--- config.mk ---
export PLATFORM = sky130hd
export DESIGN_NAME = pulse_gen_flat
export DESIGN_NICKNAME = d
export VERILOG_FILES = /design/src/rtl/pulse_gen_if.sv /design/src/rtl/pulse_gen.sv /design/src/flat_wrapper.sv
export SDC_FILE = /design/constraint.sdc
export NUM_CORES = 1
export LEC_CHECK = 0
export ABC_AREA = 0
export CORE_MARGIN = 2
export CORE_UTILIZATION = 59
export DETAILED_ROUTE_END_ITERATION = 8
export PLACE_DENSITY = 0.88
export SETUP_SLACK_MARGIN = 0.3
export SYNTH_ARGS = -nofsm -noshare
export SYNTH_HDL_FRONTEND = slang
export SYNTH_SLANG_ARGS = --single-unit
--- constraint.sdc ---
create_clock -name clock -period 4.75 [get_ports clock]
set_input_delay 0.95 -clock clock [delete_from_list [all_inputs] [get_ports clock]]
set_output_delay 0.95 -clock clock [all_outputs]
set_load 0.05 [all_outputs]
--- src/rtl/pulse_gen_if.sv ---
// Pulse generator control/status bundle: configuration and commands in, pulse and status out.
interface pulse_gen_if #(
    parameter int unsigned W  = 8,
    parameter int unsigned CW = 8,
    parameter int unsigned P  = 4
);
    logic [W-1:0]  period;
    logic [W-1:0]  width;
    logic [CW-1:0] count;
    logic [P-1:0]  prescale;
    logic          load;
    logic          stop;
    logic          act;
    logic          busy;
    logic          done;

    // Controller side: drives configuration and commands, observes the pulse and status.
    modport master (
        output period, width, count, prescale, load, stop,
        input  act, busy, done
    );

    // Generator side.
    modport slave (
        input  period, width, count, prescale, load, stop,
        output act, busy, done
    );
endinterface

--- src/rtl/pulse_gen.sv ---
// Programmable pulse-train generator: single pulses, fixed bursts or continuous PWM trains.
// A prescaler divides the clock into ticks; period and high width are counted in ticks.
module pulse_gen #(
    parameter int unsigned W  = 8,
    parameter int unsigned CW = 8,
    parameter int unsigned P  = 4
) (
    input  logic        clock,
    input  logic        reset,
    pulse_gen_if.slave  bus
);

    typedef enum logic {
        ST_IDLE = 1'b0,
        ST_RUN  = 1'b1
    } state_t;

    state_t        r_state;
    state_t        w_state_nxt;

    logic [W-1:0]  r_period;
    logic [W-1:0]  r_width;
    logic [CW-1:0] r_count;
    logic [P-1:0]  r_prescale;
    logic [P-1:0]  r_pre;
    logic [W-1:0]  r_e;
    logic [CW-1:0] r_rem;
    logic          r_done;

    logic [W-1:0]  w_period_nxt;
    logic [W-1:0]  w_width_nxt;
    logic [CW-1:0] w_count_nxt;
    logic [P-1:0]  w_prescale_nxt;
    logic [P-1:0]  w_pre_nxt;
    logic [W-1:0]  w_e_nxt;
    logic [CW-1:0] w_rem_nxt;
    logic          w_done_nxt;

    logic          w_load_ok;
    logic          w_tick;
    logic          w_period_end;
    logic          w_running;

    // A load with a zero period is dropped entirely, so it cannot disturb a running train.
    assign w_load_ok    = bus.load && (bus.period != '0);
    assign w_tick       = (r_pre == '0);
    assign w_period_end = (r_e == (r_period - W'(1)));
    assign w_running    = (r_state == ST_RUN);

    // State and counter registers; reset clears everything asynchronously.
    always_ff @(posedge clock or posedge reset) begin
        if (reset) begin
            r_state    <= ST_IDLE;
            r_period   <= '0;
            r_width    <= '0;
            r_count    <= '0;
            r_prescale <= '0;
            r_pre      <= '0;
            r_e        <= '0;
            r_rem      <= '0;
            r_done     <= 1'b0;
        end else begin
            r_state    <= w_state_nxt;
            r_period   <= w_period_nxt;
            r_width    <= w_width_nxt;
            r_count    <= w_count_nxt;
            r_prescale <= w_prescale_nxt;
            r_pre      <= w_pre_nxt;
            r_e        <= w_e_nxt;
            r_rem      <= w_rem_nxt;
            r_done     <= w_done_nxt;
        end
    end

    // Next-state logic: load beats stop, stop beats counting.
    always_comb begin
        w_state_nxt    = r_state;
        w_period_nxt   = r_period;
        w_width_nxt    = r_width;
        w_count_nxt    = r_count;
        w_prescale_nxt = r_prescale;
        w_pre_nxt      = r_pre;
        w_e_nxt        = r_e;
        w_rem_nxt      = r_rem;
        w_done_nxt     = 1'b0;

        if (w_load_ok) begin
            // Restart from any state; an aborted burst never reports done.
            w_period_nxt   = bus.period;
            w_width_nxt    = bus.width;
            w_count_nxt    = bus.count;
            w_prescale_nxt = bus.prescale;
            w_pre_nxt      = bus.prescale;
            w_e_nxt        = '0;
            w_rem_nxt      = bus.count;
            w_state_nxt    = ST_RUN;
        end else if (r_state == ST_RUN) begin
            if (bus.stop) begin
                w_state_nxt = ST_IDLE;
            end else if (!w_tick) begin
                w_pre_nxt = r_pre - P'(1);
            end else begin
                w_pre_nxt = r_prescale;
                if (!w_period_end) begin
                    w_e_nxt = r_e + W'(1);
                end else begin
                    w_e_nxt = '0;
                    // A zero count runs forever and never completes.
                    if (r_count != '0) begin
                        if (r_rem == CW'(1)) begin
                            w_state_nxt = ST_IDLE;
                            w_done_nxt  = 1'b1;
                        end else begin
                            w_rem_nxt = r_rem - CW'(1);
                        end
                    end
                end
            end
        end
    end

    // Outputs decoded straight from registers; unsigned compare makes width >= period a constant high.
    assign bus.busy = w_running;
    assign bus.act  = w_running && (r_e < r_width);
    assign bus.done = r_done;

endmodule
--- src/flat_wrapper.sv ---
// flat-port wrapper written by rule: the top's interface ports become plain ports
module pulse_gen_flat 
#(
    parameter int unsigned W  = 8,
    parameter int unsigned CW = 8,
    parameter int unsigned P  = 4
)
  (clock, reset, bus_period, bus_width, bus_count, bus_prescale, bus_load, bus_stop, bus_act, bus_busy, bus_done);
  pulse_gen_if #(.W(W), .CW(CW), .P(P)) bus_i ();
  input  logic clock;
  input  logic reset;
  input wire logic [$bits(bus_i.period)-1:0] bus_period;
  input wire logic [$bits(bus_i.width)-1:0] bus_width;
  input wire logic [$bits(bus_i.count)-1:0] bus_count;
  input wire logic [$bits(bus_i.prescale)-1:0] bus_prescale;
  input wire logic [$bits(bus_i.load)-1:0] bus_load;
  input wire logic [$bits(bus_i.stop)-1:0] bus_stop;
  output wire logic [$bits(bus_i.act)-1:0] bus_act;
  output wire logic [$bits(bus_i.busy)-1:0] bus_busy;
  output wire logic [$bits(bus_i.done)-1:0] bus_done;
  assign bus_i.period = bus_period;
  assign bus_i.width = bus_width;
  assign bus_i.count = bus_count;
  assign bus_i.prescale = bus_prescale;
  assign bus_i.load = bus_load;
  assign bus_i.stop = bus_stop;
  assign bus_act = bus_i.act;
  assign bus_busy = bus_i.busy;
  assign bus_done = bus_i.done;
  pulse_gen #(.W(W), .CW(CW), .P(P)) u_core (.clock(clock), .reset(reset), .bus(bus_i));
endmodule
==> flow_summary.yaml <==
synthesis:
  synth_nets: 361
  synth-edff-count: 0
  seq_area_frac_synth: 0.454
  synth.distinct_cells: 48
  netlist_area_um2: 2750
  avgSynthCellArea_um2: 8.69
  synth_ff_type: "dfrtp_1"
  ys_seq_elements: 50
  synthArstFlopShare: 1.00
  synthCells: 317
  yosys_warnings: 0
grt:
  grt_pass1_wl_mm: 9.72
  track_usage: 0.236
  antenna_found_initial: 0
  grt_use_met2: 0.412
  grt_pass1_vias: 2206
  use_met1: 0.300
  use_met3: 0.0458
  grt_remaining_overflow: 0
  grt_max_degree: 51
  grt-busiest-layer: "met2"
worst_hold_path:
  worstHoldPathType: "flop to flop"
  min_from: "u_core.r_prescale[2]"
  holdPathStages: 2
  whs_endpoint: "u_core.r_prescale[2]"
timing:
  max_freq_mhz: 252
  slew_headroom: 0.326
  min_period_ps: 3970
  hold_viol: 0
  max_slew.worst_pin.slew_ps: 1010
  finalCritPeriodShare: 0.836
  setup_viol: 0
  rsz0062_at_grt: "no"
  finalMaxSlewViolations: 0
  finClkSkew_ps: 4.57
  fin_setup_tns_ps: 0
floorplan:
  rows: 24
  die_w_um: 72.3
  dieArea_um2: 5230
  io_pins: 35
  initial_core_util: 0.624
  die_y_um: 72.3
  core_um2: 4410
setup_path:
  cp_slowest_cell: "clkdlybuf4s50_1"
  slowest_delay_ps: 800
  rrSetupSlack_ps: 2390
  r2r_end: "u_core.bus.busy"
  crit_fanout: 5
  critical_path_class: "flop to output pin"
  start_kind: "flop"
  r2r_start: "u_core.r_period[0]"
  crit_path_cell_trace: "ha_1 > a21o_1 > a21o_1 > a21o_1 > a21o_1 > a2111oi_0 > or2_1 > clkdlybuf4s50_1"
  endpoint_kind: "output pin"
  required_ps: 3800
  critical_path.most_common_cell: "a21o_1"
  worstRegToRegCells: 9
  critical_path_arrival_ps: 3020
  crit_start: "u_core.r_e[1]"
clock_tree:
  cts_tree: "done"
  cts-buffers-inserted: 5
  clkLatencyLatePin_ps: 310
  cts_resized: 0
  postCtsSetupBuffers: 0
  cts_htree_levels: 2
  clk_pin_slew_ps: 90
  cts.sink_count: 50
  holdBufCountCts: 0
  cts_root_buffer: "clkbuf_8"
  cts_buffer_depth: 2
power:
  p_comb_frac: 0.184
  power.total_mw: 0.886
  seqPwrFrac: 0.548
  leakagePower_nw: 1.50
  sw_frac_of_total: 0.283
  p_switching_mw: 0.251
  p_int_mw: 0.635
  power.density_nw_per_um2: 278
  p_clk_frac: 0.268
  vdd.ir_drop.worst_v: 0.000255
finish:
  areaGrowthSynthToFinish_pct: 15.8
  final_common_cell: "nand2_1"
  finalCoreUtilization: 0.723
  fillers: 343
  final_cell_mix: "nand2_1 (76), dfrtp_1 (50), clkdlybuf4s50_1 (34)"
  final_layout_size_suffix_gt1_frac: 0.0460
  nNetsFinal: 392
  antennaDiodeCount: 0
job:
  cap_violations: 0
routing:
  routed_wirelength_mm: 5.50
  wl_per_cell_um: 13.8
  drc: 0
  via_count: 2266
  drtAntennaViolNets: 0
  viasPerCell: 5.67
  drtPass1Iterations: 5
  first_iter_violations: 158
place:
  hpwl_mm: 3.93
  place_congestion: 0.803
  portBuffers: 34
status:
  status: "finished clean"
## per-stage QoR
step	cells	area (um^2)	setup slack, ps	hold WS (ps)
3_5_place_dp	393	3110	1120	464
4_1_cts	400	3190	780	486
2_1_floorplan	317	2750	1720	446
6_report	400	3190	778	485
5_1_grt	400	3190	492	513
3_3_place_gp	393	3110	1150	461
## critical path, delay by kind of cell, from the launching register on
| family | cells | cell delay (ps) |
|---|---|---|
| AOI/OAI and AO/OA | 5 | 980 |
| adders and majority gates | 1 | 320 |
| buffers and inverters | 1 | 800 |
| DFF | 1 | 440 |
| and+or+nand+nor | 1 | 170 |
## cell families after synthesis
logic type                 Yosys count  share of synthesized area
adders and majority gates           12                     0.0545
and+or+nand+nor                    158                      0.284
xor gates and xnor gates            15                     0.0477
DFF                                 50                      0.454
buffers and inverters               26                     0.0400
AOI/OAI and AO/OA                   56                      0.119
## how the worst max path moves through the flow
stage / endpoint / slack (ps) / cells after the start
detailed placement: bus_act / 1120 / 8
CTS: bus_act / 780 / 8
global route: bus_act / 490 / 8
global placement: bus_act / 1150 / 8
floorplan: bus_act / 1720 / 7
finish: bus_act / 780 / 8
## Yosys cell counts, types with 2 or more instances
cell | number | area [um^2]
nand2_1 | 76 | 285
dfrtp_1 | 50 | 1250
nor2_1 | 23 | 86.3
a21oi_1 | 22 | 110
o21ai_0 | 16 | 80.1
inv_1 | 15 | 56.3
ha_1 | 12 | 150
clkbuf_1 | 9 | 33.8
xor2_1 | 9 | 78.8
nand3_1 | 8 | 40.0
nor3_1 | 7 | 35.0
xnor2_1 | 6 | 52.6
nor4_1 | 5 | 31.3
o21ai_1 | 5 | 25.0
a21o_1 | 4 | 30.0
nand2b_1 | 4 | 25.0
nand3b_1 | 4 | 30.0
nor2b_1 | 4 | 25.0
and3_1 | 3 | 18.8
nand4_1 | 3 | 18.8
a211oi_1 | 2 | 15.0
and2_1 | 2 | 12.5
and3b_1 | 2 | 17.5
or3_1 | 2 | 12.5
## routing by layer
layer | share of wire | vias up | wire, um
met5 | 0 | - | 0
met4 | 0.011 | 0 | 63
met3 | 0.030 | 7 | 166
met2 | 0.51 | 38 | 2830
met1 | 0.44 | 1086 | 2450
li1 | - | 1135 | -
## power groups by stage
stage | clock network [mW] | registers [mW] | logic [mW]
6_report | 0.238 | 0.486 | 0.163
3_5_place_dp | 0 | 0.495 | 0.162
4_1_cts | 0.239 | 0.486 | 0.165
3_3_place_gp | 0 | 0.493 | 0.156
5_1_grt | 0.253 | 0.491 | 0.186
2_1_floorplan | 0 | 0.489 | 0.108
## cell type report
type	count	area [um^2]	share of cell area
Clock buffer	7	76.3	0.0239
Inverter	15	56.3	0.0177
Multi-Input combinational cell	241	1390	0.437
Sequential cell	50	1250	0.392
Tap cell	52	65.1	0.0204
Timing Repair Buffer	35	348	0.109
## registers in the layout, indices dropped and copies added (netlist names)
register	flops
u_core.bus.busy	1
u_core.bus.done	1
u_core.r_count	8
u_core.r_e	8
u_core.r_period	8
u_core.r_pre	4
u_core.r_prescale	4
u_core.r_rem	8
u_core.r_width	8
Note: power is estimated with default switching activity, not from simulation.
